[config.mk]
export PLATFORM = sky130hd
export DESIGN_NAME = spi_fifo_master
export DESIGN_NICKNAME = d
export VERILOG_FILES = /design/src/rtl/spi_fifo_master.sv
export SDC_FILE = /design/constraint.sdc
export NUM_CORES = 1
export LEC_CHECK = 0
export ABC_CLOCK_PERIOD_IN_PS = 7600
export CAP_MARGIN = 20
export CORE_ASPECT_RATIO = 1.2
export CORE_MARGIN = 2
export CORE_UTILIZATION = 62
export CTS_CLUSTER_SIZE = 30
export DETAILED_ROUTE_END_ITERATION = 6
export GPL_TIMING_DRIVEN = 0
export PLACE_DENSITY_LB_ADDON = 0.2
export SYNTH_ARGS = -nofsm -noshare
export SYNTH_HDL_FRONTEND = slang
export SYNTH_SLANG_ARGS = --single-unit
[constraint.sdc]
create_clock -name clk -period 7.6 [get_ports clk]
set_input_delay 1.14 -clock clk [delete_from_list [all_inputs] [get_ports clk]]
set_output_delay 1.14 -clock clk [all_outputs]
set_load 0.005 [all_outputs]
[src/rtl/spi_fifo_master.sv]
// SPI master with TX/RX FIFOs and per-frame CPOL/CPHA/bit-order/divider/slave-select.
// A frame starts only when RX has room, so a received word always has a slot waiting.
module spi_fifo_master #(
   parameter int DATA_WIDTH       = 8,
   parameter int FIFO_DEPTH       = 4,
   parameter int NUM_SLAVES       = 4,
   parameter bit SLAVE_ACTIVE_LOW = 1'b1,
   parameter int DIV_WIDTH        = 8,
   localparam int SS_W  = (NUM_SLAVES > 1) ? $clog2(NUM_SLAVES) : 1,
   localparam int PTR_W = $clog2(FIFO_DEPTH),
   localparam int LVL_W = PTR_W + 1
) (
   input  logic                  clk,
   input  logic                  rst_n,
   input  logic                  cpol,
   input  logic                  cpha,
   input  logic                  lsb_first,
   input  logic [DIV_WIDTH-1:0]  clk_div,
   input  logic [SS_W-1:0]       ss_sel,
   input  logic                  tx_valid,
   output logic                  tx_ready,
   input  logic [DATA_WIDTH-1:0] tx_data,
   output logic                  rx_valid,
   input  logic                  rx_ready,
   output logic [DATA_WIDTH-1:0] rx_data,
   output logic                  sclk,
   output logic                  mosi,
   input  logic                  miso,
   output logic [NUM_SLAVES-1:0] ss_n,
   output logic                  busy,
   output logic                  irq,
   output logic [LVL_W-1:0]      tx_level,
   output logic [LVL_W-1:0]      rx_level
);
   localparam int ECW   = $clog2(2*DATA_WIDTH) + 1;
   localparam int IDX_W = $clog2(DATA_WIDTH);
   localparam logic [LVL_W-1:0] FULL      = LVL_W'(FIFO_DEPTH);
   localparam logic [ECW-1:0]   LAST_EDGE = ECW'(2*DATA_WIDTH - 1);

   typedef enum logic [2:0] {IDLE, LEAD, SHIFT, TRAIL, GAP} state_t;
   state_t state, state_n;

   logic [DATA_WIDTH-1:0] tx_mem [FIFO_DEPTH];
   logic [DATA_WIDTH-1:0] rx_mem [FIFO_DEPTH];
   logic [PTR_W-1:0]      tx_wr, tx_rd, rx_wr, rx_rd;
   logic [LVL_W-1:0]      tx_cnt, rx_cnt;
   logic                  tx_push, tx_pop, rx_push, rx_pop;
   logic [DATA_WIDTH-1:0] tx_head;

   logic [DIV_WIDTH-1:0]  cnt, div_q;
   logic                  cpol_q, cpha_q, lsb_q, sclk_q, mosi_q, ss_act, irq_q;
   logic [SS_W-1:0]       sel_q;
   logic [ECW-1:0]        edge_cnt, samp_n, drv_n;
   logic [DATA_WIDTH-1:0] txw, rxw;
   logic [IDX_W-1:0]      samp_idx, drv_idx;
   logic                  half_done, start, do_edge, finish, leading, do_samp, do_drv;

   // ---------------- FIFOs ----------------
   assign tx_ready = (tx_cnt != FULL);
   assign tx_push  = tx_valid && tx_ready;
   assign tx_pop   = start;
   assign tx_head  = tx_mem[tx_rd];
   assign rx_valid = (rx_cnt != '0);
   assign rx_pop   = rx_valid && rx_ready;
   assign rx_push  = finish && (rx_cnt != FULL);
   assign rx_data  = rx_mem[rx_rd];
   assign tx_level = tx_cnt;
   assign rx_level = rx_cnt;

   always_ff @(posedge clk) begin
      if (tx_push) tx_mem[tx_wr] <= tx_data;
      if (rx_push) rx_mem[rx_wr] <= rxw;
   end

   always_ff @(posedge clk or negedge rst_n) begin
      if (!rst_n) begin
         tx_wr  <= '0;
         tx_rd  <= '0;
         tx_cnt <= '0;
         rx_wr  <= '0;
         rx_rd  <= '0;
         rx_cnt <= '0;
      end else begin
         if (tx_push) tx_wr <= tx_wr + PTR_W'(1);
         if (tx_pop)  tx_rd <= tx_rd + PTR_W'(1);
         if (tx_push && !tx_pop)      tx_cnt <= tx_cnt + LVL_W'(1);
         else if (tx_pop && !tx_push) tx_cnt <= tx_cnt - LVL_W'(1);
         if (rx_push) rx_wr <= rx_wr + PTR_W'(1);
         if (rx_pop)  rx_rd <= rx_rd + PTR_W'(1);
         if (rx_push && !rx_pop)      rx_cnt <= rx_cnt + LVL_W'(1);
         else if (rx_pop && !rx_push) rx_cnt <= rx_cnt - LVL_W'(1);
      end
   end

   // ---------------- frame FSM ----------------
   assign half_done = (cnt == div_q);

   always_ff @(posedge clk or negedge rst_n) begin
      if (!rst_n) state <= IDLE;
      else        state <= state_n;
   end

   always_comb begin
      state_n = state;
      start   = 1'b0;
      do_edge = 1'b0;
      finish  = 1'b0;
      case (state)
         IDLE:  if (tx_cnt != '0 && rx_cnt != FULL) begin start = 1'b1; state_n = LEAD; end
         LEAD:  if (half_done) begin do_edge = 1'b1; state_n = SHIFT; end
         SHIFT: if (half_done) begin
                   do_edge = 1'b1;
                   if (edge_cnt == LAST_EDGE) state_n = TRAIL;
                end
         TRAIL: if (half_done) begin finish = 1'b1; state_n = GAP; end
         GAP:   if (half_done) state_n = IDLE;
         default: state_n = IDLE;
      endcase
   end

   // Even edge index = leading edge; bit n is sampled/driven on edge 2n or 2n+1 by cpha.
   always_comb begin
      leading  = ~edge_cnt[0];
      samp_n   = edge_cnt >> 1;
      drv_n    = cpha_q ? samp_n : ((edge_cnt + ECW'(1)) >> 1);
      do_samp  = (leading != cpha_q);
      do_drv   = (leading == cpha_q) && (drv_n < ECW'(DATA_WIDTH));
      samp_idx = lsb_q ? samp_n[IDX_W-1:0] : IDX_W'(DATA_WIDTH-1) - samp_n[IDX_W-1:0];
      drv_idx  = lsb_q ? drv_n[IDX_W-1:0]  : IDX_W'(DATA_WIDTH-1) - drv_n[IDX_W-1:0];
   end

   always_ff @(posedge clk or negedge rst_n) begin
      if (!rst_n) begin
         cnt      <= '0;
         div_q    <= '0;
         cpol_q   <= 1'b0;
         cpha_q   <= 1'b0;
         lsb_q    <= 1'b0;
         sel_q    <= '0;
         sclk_q   <= 1'b0;
         mosi_q   <= 1'b0;
         ss_act   <= 1'b0;
         irq_q    <= 1'b0;
         edge_cnt <= '0;
         txw      <= '0;
         rxw      <= '0;
      end else begin
         irq_q <= finish;
         cnt   <= (state == IDLE || half_done) ? '0 : cnt + DIV_WIDTH'(1);
         // Idle level tracks the live cpol; inside a frame only the latched copy counts.
         if (state == IDLE)       sclk_q <= cpol;
         else if (state == TRAIL) sclk_q <= cpol_q;
         else if (do_edge)        sclk_q <= ~sclk_q;
         if (start) begin
            div_q    <= clk_div;
            cpol_q   <= cpol;
            cpha_q   <= cpha;
            lsb_q    <= lsb_first;
            sel_q    <= ss_sel;
            txw      <= tx_head;
            rxw      <= '0;
            edge_cnt <= '0;
            ss_act   <= 1'b1;
            mosi_q   <= lsb_first ? tx_head[0] : tx_head[DATA_WIDTH-1];
         end
         if (do_edge) begin
            edge_cnt <= edge_cnt + ECW'(1);
            if (do_samp) rxw[samp_idx] <= miso;
            if (do_drv)  mosi_q <= txw[drv_idx];
         end
         if (finish) ss_act <= 1'b0;
      end
   end

   for (genvar i = 0; i < NUM_SLAVES; i++) begin : g_ss
      assign ss_n[i] = (ss_act && (sel_q == SS_W'(i))) ^ SLAVE_ACTIVE_LOW;
   end

   assign sclk = sclk_q;
   assign mosi = mosi_q;
   assign irq  = irq_q;
   assign busy = (state != IDLE);
endmodule

Yosys cells after proc, flatten, opt, wreduce, memory -nomap -nowiden --
Memory sizes are Yosys's and may differ from the RTL's. Index checks and enable logic that the tools add are counted.
Storage, ports and cells: flip-flop bits (word level) 63, input bits 26, bits in read-only memories 0, word-level logic and storage cells 137, bits in writable memories 64, bits in latches 0, memories 2, output and inout port bits 24
Cells by class: add/sub/neg operators 12, div/mod/pow operators 0, multiply operators 0, shift operators 0, order comparisons 4, reduce and logical (&&, ||, !) cells 31, equality and inequality tests 19, mux-type cells 43, bitwise operators 6
Memory list:
- rx_mem | words 4, bits a word 8, read ports 1, clocked after Yosys merged registers in 0, write ports 1, line 44 | logic [DATA_WIDTH-1:0] rx_mem [FIFO_DEPTH];
- tx_mem | words 4, bits a word 8, read ports 1, clocked after Yosys merged registers in 0, write ports 1, line 43 | logic [DATA_WIDTH-1:0] tx_mem [FIFO_DEPTH];
Operators with widths (number):
- 3-bit 2-to-1 mux | 12
- 8-bit 2-to-1 mux | 4
- 1-bit 2-to-1 mux | 20
- 3-bit case mux with 5 select lines | 1
- 1-bit logical AND | 14
- 2-bit inequality test (second input constant) | 6
- 3-bit nonzero test | 4
- 5-bit 2-to-1 mux | 2
- 2-bit by 1-bit adder with 2-bit output (second input constant) | 4
- 8-bit by 1-bit adder with 8-bit output (second input constant) | 1
- 8-bit bitwise mux | 1
- 8-bit equality test | 1
- 3-bit by 4-bit < comparator with 1-bit output (second input constant) | 2
- 2-bit nonzero test | 4
- 3-bit by 1-bit adder with 3-bit output (second input constant) | 2
- 3-bit by 2-bit equality test with 1-bit output (second input constant) | 2
- 3-bit inequality test (second input constant) | 2
- 1-bit NOT | 6
- 6-bit AND reduction | 1
- 3-bit by 1-bit subtractor with 3-bit output (second input constant) | 2
- 3-bit subtractor (first input constant) | 2
- 5-bit by 1-bit adder with 5-bit output (second input constant) | 1
- 5-bit by 4-bit equality test with 1-bit output (second input constant) | 1
- 2-bit equality test (second input constant) | 2
- 15 further kinds | 18

Depth between registers and ports, before layout --
depth in word-level cells 9, mapped depth 12, mapped depth without buffers 10

Least setup slack after synthesis --
OpenSTA, ideal clock, no wires.
path kind reg-to-reg, start point register state[1], end point register tx_cnt[1], in the netlist tx_level[1], clock period less this slack 2524 ps, library setup time 125 ps, data arrival time 2400 ps, stages on the path, launching flop included 11, buffers on the path 3, data required time 7475 ps, path slack 5076 ps, path through dfrtp_1 -> buf_2 -> or3_1 -> clkbuf_1 -> nor3_2 -> inv_2 -> clkbuf_1 -> ha_1 -> inv_1 -> fa_1 -> mux2_2
On the way: cells in the longest elaborated chain, start to end 5, elaborated cells on any way between the ends 7, classes of those cells mux (2); reduce/logical (5)
RTL lines:
- start, declared | line 41 | state_t state, state_n;
- start signal, assigned | line 100 | else state <= state_n;
- 3-bit zero test * | line 108 | case (state)
- 1-bit 2-to-1 mux * | line 108
- 1-bit zero test | line 86 | if (tx_push && !tx_pop) tx_cnt <= tx_cnt + LVL_W'(1);
- 1-bit logical AND | line 86
- 3-bit 2-to-1 mux / 2-bit nonzero test (equally long branches)
- end signal, assigned | line 86
- end signal, assigned | line 87 | else if (tx_pop && !tx_push) tx_cnt <= tx_cnt - LVL_W'(1);
- end, declared | line 46 | logic [LVL_W-1:0] tx_cnt, rx_cnt;
Every way passes the cells marked *; elsewhere a longest branch is shown, timed or not. A chain may end at the register's enable or synchronous reset.

Worst setup path after layout --
start point register rx_rd[0], end point output rx_data[2]
On the way: cells in the longest elaborated chain, start to end 1
RTL lines:
- start, declared | line 45 | logic [PTR_W-1:0] tx_wr, tx_rd, rx_wr, rx_rd;
- start signal, assigned | line 89 | if (rx_pop) rx_rd <= rx_rd + PTR_W'(1);
- memory 4 x 8 bit
- end, declared | line 25 | output logic [DATA_WIDTH-1:0] rx_data,
No other way between the ends.

==> impl_metrics.py <==
metrics = {
    "global_route": {
        "grt_pass1_wl_um": 18100,
        "grt.total_usage_pct": 24.7,
        "grt_use_met1_pct": 28.4,
        "grt_pass1_vias": 3689,
        "grt_max_degree": 64,
        "met3_usage_pct": 5.81,
        "use_met2_pct": 44.4,
        "antenna_found_initial": 0,
        "gr-total-overflow": 0,
        "grt-busiest-layer": "met2",
    },
    "setup_path": {
        "cp_data_arrival_time_ns": 2.54,
        "cp_max_fo": 10,
        "critical_path_required_ns": 6.46,
        "crit_family": "buffers and inverters",
        "r2r-end": "tx_level[2]$_DFFE_PN0P_",
        "worst-path-stages": 3,
        "critPathLaunchType": "register",
        "crit_path_end": "rx_data[2]",
        "cpPeakStageDelay_ns": 0.61,
        "reg2reg_setup_slack_ns": 4.54,
        "r2r-start": "rx_level[0]$_DFFE_PN0P_",
        "crit_type": "register to primary output",
        "rr_worst_depth": 10,
        "crit_start": "rx_rd[0]$_DFFE_PN0P_",
        "critical_path_buf_inv_count": 2,
        "cp_slowest_cell": "clkbuf_1",
        "crit_path_end_kind": "primary output",
        "path_cells": "clkbuf_1 > mux4_2 > clkdlybuf4s50_1",
    },
    "place": {
        "place_congestion": 0.799,
        "port_buffers": 49,
        "hpwl_um": 7110,
        "dp.cells": 577,
    },
    "synthesis": {
        "yosys_warnings": 0,
        "yosys.area_share.adder_pct": 3.63,
        "synth_top_area_cell": "edfxtp_1",
        "synthMuxAreaShare_pct": 8.77,
        "ys_types": 46,
        "syn_nets": 452,
        "synth_ff_type": "edfxtp_1",
        "synth_xor_area_share_pct": 5.81,
        "yosysSeqAreaShare_pct": 62.7,
        "syn_area_um2": 5580,
        "synth_top_family_by_area": "simple AND/OR/NAND/NOR gates",
        "synthCells": 411,
        "yosys-top-cells-area": "edfxtp_1, dfrtp_1, mux4_2, nand2_1, xor2_1",
        "synthArstFlopShare_pct": 49.6,
        "synth-simple-area-share_pct": 12.7,
        "ys_seq_elements": 127,
        "avgSynthCellArea_um2": 13.6,
        "synth_edf_count": 64,
        "synth_top_area_share_pct": 34.5,
        "synth_compound_area_share_pct": 4.24,
    },
    "floorplan": {
        "num_io_pins": 50,
        "dieArea_um2": 9770,
        "fp.coreArea_um2": 8660,
        "num_rows": 37,
        "dieWidth_um": 90.6,
        "start_util_pct": 64.4,
        "die_h_um": 108,
    },
    "clock_network": {
        "h-tree-depth": 4,
        "insertion_delay_ns": 0.53,
        "ctsHoldBuffers": 0,
        "cts_resized": 0,
        "path_clk_slew_ns": 0.06,
        "cts_tree": "done",
        "cts_buffers": 17,
        "clock_sinks": 127,
        "max-clock-path-buffers": 2,
        "post_cts_buffers": 0,
        "cts_root_buf": "clkbuf_8",
    },
    "drt": {
        "ant_nets": 0,
        "drc": 0,
        "first_pass_iters": 4,
        "first_iter_violations": 164,
        "num_vias": 3415,
        "drt_wl_total_um": 10700,
        "wire_per_inst_um": 17.5,
        "detail_route.vias_per_cell": 5.61,
    },
    "timing": {
        "setup_viol": 0,
        "worst_pin_slew_ns": 0.833,
        "post-route-min-period_ns": 3.68,
        "fmax_mhz": 272,
        "clock-skew-final_ns": 0.00792,
        "finalMaxSlewViolations": 0,
        "hold_violations": 0,
        "max_slew_margin_pct": 44.4,
        "finalCritPeriodShare_pct": 48.4,
        "rsz0062_at_grt": "false",
        "setup_tns_ns": 0,
    },
    "pwr": {
        "clkPwrFrac_pct": 31.6,
        "pwr-share-seq_pct": 37.4,
        "p_int_uw": 1860,
        "leakage_uw": 0.00282,
        "p_sw_share_pct": 31.2,
        "powerDensity_nw_per_um2": 395,
        "irDropWorstVdd_v": 0.000292,
        "power_switching_uw": 845,
        "pwr-share-comb_pct": 31.0,
    },
    "cells_and_area": {
        "num-nets-final": 520,
        "fill_cells": 528,
        "final_cells": 609,
        "drive_above_1_share_pct": 14.2,
        "antenna_cells": 0,
        "area_growth_pct": 22.8,
    },
    "worst_hold_path": {
        "hp-class": "register to register",
    },
    "status": {
        "status": "finished clean",
    },
    "flow_run": {
        "cap_violations": 0,
    },
}
==> metrics by stage <==
stage	utilization (%)	instance area (um^2)	worst slack, ns	power, uW	hold WS (ns)
final	79.1	6850	3.92	2710	0.470
after global routing	79.1	6850	3.76	2870	0.491
after CTS	79.1	6850	3.85	2730	0.474
after detailed placement	71.7	6210	4.42	1860	0.460
after global placement	71.8	6210	3.31	1820	0.452
after floorplan	-	5580	5.08	1570	0.440
==> registers in the layout, summed over array words and instances, names as in the netlist, 5 cells and up <==
signal    flops
div_q         8
tx_mem       32
cnt           8
txw           8
edge_cnt      5
rx_mem       32
rxw           8
==> power groups by stage <==
stage | clock network, uW | logic (uW) | registers (uW)
after floorplan | 0 | 580 | 988
after global placement | 0 | 809 | 1010
after detailed placement | 0 | 838 | 1020
after CTS | 866 | 853 | 1010
after global routing | 899 | 937 | 1030
final | 856 | 838 | 1010
==> area by class of cell <==
class | instances | area [um^2] | area share (%)
plain buffers | 17 | 71.3 | 1.04
repair buffers | 49 | 488 | 7.12
multi-input cells | 254 | 1960 | 28.6
clock inverters | 12 | 183 | 2.67
clock buffers | 20 | 455 | 6.65
flip-flops and latches | 127 | 3500 | 51.1
well taps | 117 | 146 | 2.14
inverters | 13 | 48.8 | 0.712
==> worst min-delay path by stage <==
stage	slack [ns]	endpoint	cells after the start	start
global route	0.49	txw[2]$_DFFE_PN0P_	2	txw[2]$_DFFE_PN0P_
floorplan	0.44	txw[4]$_DFFE_PN0P_	2	txw[4]$_DFFE_PN0P_
finish	0.47	txw[2]$_DFFE_PN0P_	2	txw[2]$_DFFE_PN0P_
global placement	0.45	txw[2]$_DFFE_PN0P_	2	txw[2]$_DFFE_PN0P_
CTS	0.47	txw[2]$_DFFE_PN0P_	2	txw[2]$_DFFE_PN0P_
detailed placement	0.46	txw[2]$_DFFE_PN0P_	2	txw[2]$_DFFE_PN0P_
==> kinds of logic (layout without fill, tap and decap cells) <==
| kind of cell | Yosys count | count (layout) |
|---|---|---|
| xor gates and xnor gates | 37 | 37 |
| adders and majority gates | 15 | 15 |
| DFF | 127 | 127 |
| muxes | 27 | 27 |
| buffers and inverters | 30 | 111 |
| and+or+nand+nor | 142 | 142 |
| AOI/OAI and AO/OA | 33 | 33 |
==> per-layer routing <==
layer	wire length (um)	share of wire (%)
met5	0	0
met2	5850	55
met1	4240	40
met3	375	3.5
met4	192	1.8
==> synth_stat cells (2+ instances only) <==
| cell | n |
|---|---|
| nand2_1 | 68 |
| edfxtp_1 | 64 |
| dfrtp_1 | 63 |
| xor2_1 | 23 |
| nor2_1 | 19 |
| mux4_2 | 17 |
| nand3_1 | 14 |
| xnor2_1 | 14 |
| ha_1 | 13 |
| inv_1 | 12 |
| clkbuf_1 | 10 |
| and3_1 | 9 |
| o211ai_1 | 8 |
| o31ai_1 | 8 |
| buf_2 | 6 |
| o21ai_0 | 6 |
| mux2i_1 | 5 |
| nor3_1 | 5 |
| and2_1 | 4 |
| mux2_2 | 4 |
| nor2b_1 | 4 |
| a31oi_1 | 3 |
| nor3b_1 | 3 |
| a21oi_1 | 2 |
| fa_1 | 2 |
| nand3b_1 | 2 |
| nand4_1 | 2 |
| nor4_4 | 2 |
| or3_1 | 2 |
==> worst reg2reg max path, delay by kind of cell (launching register included) <==
family                     cells  cell delay [ns]
xor gates and xnor gates       2             0.33
adders and majority gates      2             0.66
buffers and inverters          3             0.63
DFF                            1             0.44
and+or+nand+nor                3             0.93
==> cell usage in the layout (no fill, tap or decap), types with 13 or more instances in the layout <==
master	netlist	routed
clkbuf_16	0	16
clkdlybuf4s50_1	0	48
dfrtp_1	63	63
edfxtp_1	64	64
ha_1	13	13
mux4_2	17	17
nand2_1	68	68
nand3_1	14	14
nor2_1	19	19
xnor2_1	14	14
xor2_1	23	23
Power figures use the tool's default switching activity.
==> RTL change: new RTL, same settings <==
Change the parameter `NUM_SLAVES` from 4 to 8.
--- a/src/rtl/spi_fifo_master.sv
+++ b/src/rtl/spi_fifo_master.sv
@@ -4,5 +4,5 @@
    parameter int DATA_WIDTH       = 8,
    parameter int FIFO_DEPTH       = 4,
-   parameter int NUM_SLAVES       = 4,
+   parameter int NUM_SLAVES       = 8,
    parameter bit SLAVE_ACTIVE_LOW = 1'b1,
    parameter int DIV_WIDTH        = 8,
Ports: changed (resized ss_n and ss_sel); port bits go from 50 to 55. No check against the original RTL was run, so the function may have changed too.
==> RTL change against the unedited design <==
Sequential share of layout area fell by 0.14 points; clock power down 9.3%; worst setup slack improved by 0.032 ns; routed wire length down 0.53%; sequential cell count up 1; clock skew is 0.00071 ns higher; largest cell class unchanged; total power shrank 3.7%; final area rose by 0.99%; critical path type unchanged; area after synthesis rose by 1.4%.
==> RTL change: results (changes against the unedited design) <==
[clock_network]
cts_resized = 0  ; unchanged

[min_path]
hp-start = txw[6]
min_to = txw[6]

[detailed_routing]
wl_per_cell_um = 16.8  ; -4.0%
wl_met2_mm = 5.92  ; +1.1%
drt_iter0_drc = 118  ; -28%
wl_met1_mm = 4.09  ; -3.7%
via_per_inst = 5.57  ; -0.63%
wl_met3_um = 291  ; -22%

[logic_synthesis]
synthTopCellsByCount = nand2_1 (79), dfrtp_1 (64), edfxtp_1 (64)
synth.area.top_cells = edfxtp_1 (34%), dfrtp_1 (28%), mux4_2 (6.8%)
ys_async_sr_fraction_pct = 50.0  ; +0.39 points
yosysSeqAreaShare_pct = 62.3  ; -0.40 points
syn-instance-count = 425  ; +3.4%
yosysUniqueCellTypes = 44  ; -4.3%
synth_nets = 467  ; +3.3%
synth_edf_count = 64  ; unchanged

[placement]
placed_cell_area_mm2 = 0.00634  ; +2.1%
place_ws_ns = 4.47  ; +0.0505 ns
numPortBuffers = 54  ; +10%
hpwl_mm = 7.15  ; +0.63%
place_congestion = 0.807  ; +1.0%

[grt]
groute.layer.met2.usage_pct = 43.8  ; -0.59 points
met3_usage_pct = 5.78  ; -0.028 points
grt_max_degree = 65  ; +1.6%
track_usage_pct = 23.9  ; -0.79 points
grt_pass1_vias = 3716  ; +0.73%
grt_pass1_wl_mm = 17.8  ; -1.9%

[critical_path]
arrival_ns = 2.51  ; -0.03 ns
endpoint = rx_data[7]
worstReg2RegStart = state[1]
rr_endpoint = tx_level[1]
cpPeakStageDelay_ns = 0.61  ; about the same
cp_max_fo = 10  ; unchanged
reg2reg_slack_ns = 4.59  ; +0.05 ns
cp_slowest_cell = mux4_2

[sta]
maxSlewViolCount = 0  ; unchanged
skew_ns = 0.00863  ; +0.000708 ns
slew_headroom_pct = 45.9  ; +1.6 points
hold_ws_ns = 0.474  ; +0.00411 ns
max_freq_mhz = 274  ; +0.87%

[power_and_ir_drop]
power_frac_seq_pct = 39.8  ; +2.4 points
p_sw_uw = 827  ; -2.1%
max-vdd-ir-drop_uv = 275  ; -5.8%
swShare_pct = 31.8  ; +0.54 points
powerClk_uw = 776  ; -9.3%
leakagePower_uw = 0.00283  ; +0.17%

[outcome]
status = finished clean

[final_layout]
fin_nets = 540  ; +3.8%
final_layout_size_suffix_gt1_share_pct = 13.7  ; -0.53 points
fin_cells = 631  ; +3.6%

==> RTL change: changes by cell type after synthesis, moves of 3 or more <==
cell	before	now
nand2_1	68	79
nor2_1	19	24
o21ai_0	6	1
clkbuf_1	10	6
nor2b_1	4	8
o21ai_1	0	4
buf_2	6	9
==> RTL change: area by class of cell <==
cell class / count / area (µm²)
Multi-Input combinational cell: 270 / 2020
Tap cell: 120 / 150
Clock inverter: 15 / 161
Buffer: 16 / 71.3
Inverter: 11 / 41.3
Sequential cell: 128 / 3520
Clock buffer: 17 / 414
Fill cell: 568 / 2020
Timing Repair Buffer: 54 / 538
==> RTL change: kinds of logic after synthesis <==
group                    after synthesis  synth area share (%)
AND/OR/NAND/NOR                      160                  13.8
buffers and inverters                 27                  1.99
XOR/XNOR                              37                  5.73
adder cells (fa/ha/maj)               15                  3.59
multiplexers                          27                  8.65
flip-flops                           128                  62.3
AO/OA/AOI/OAI                         31                  3.87
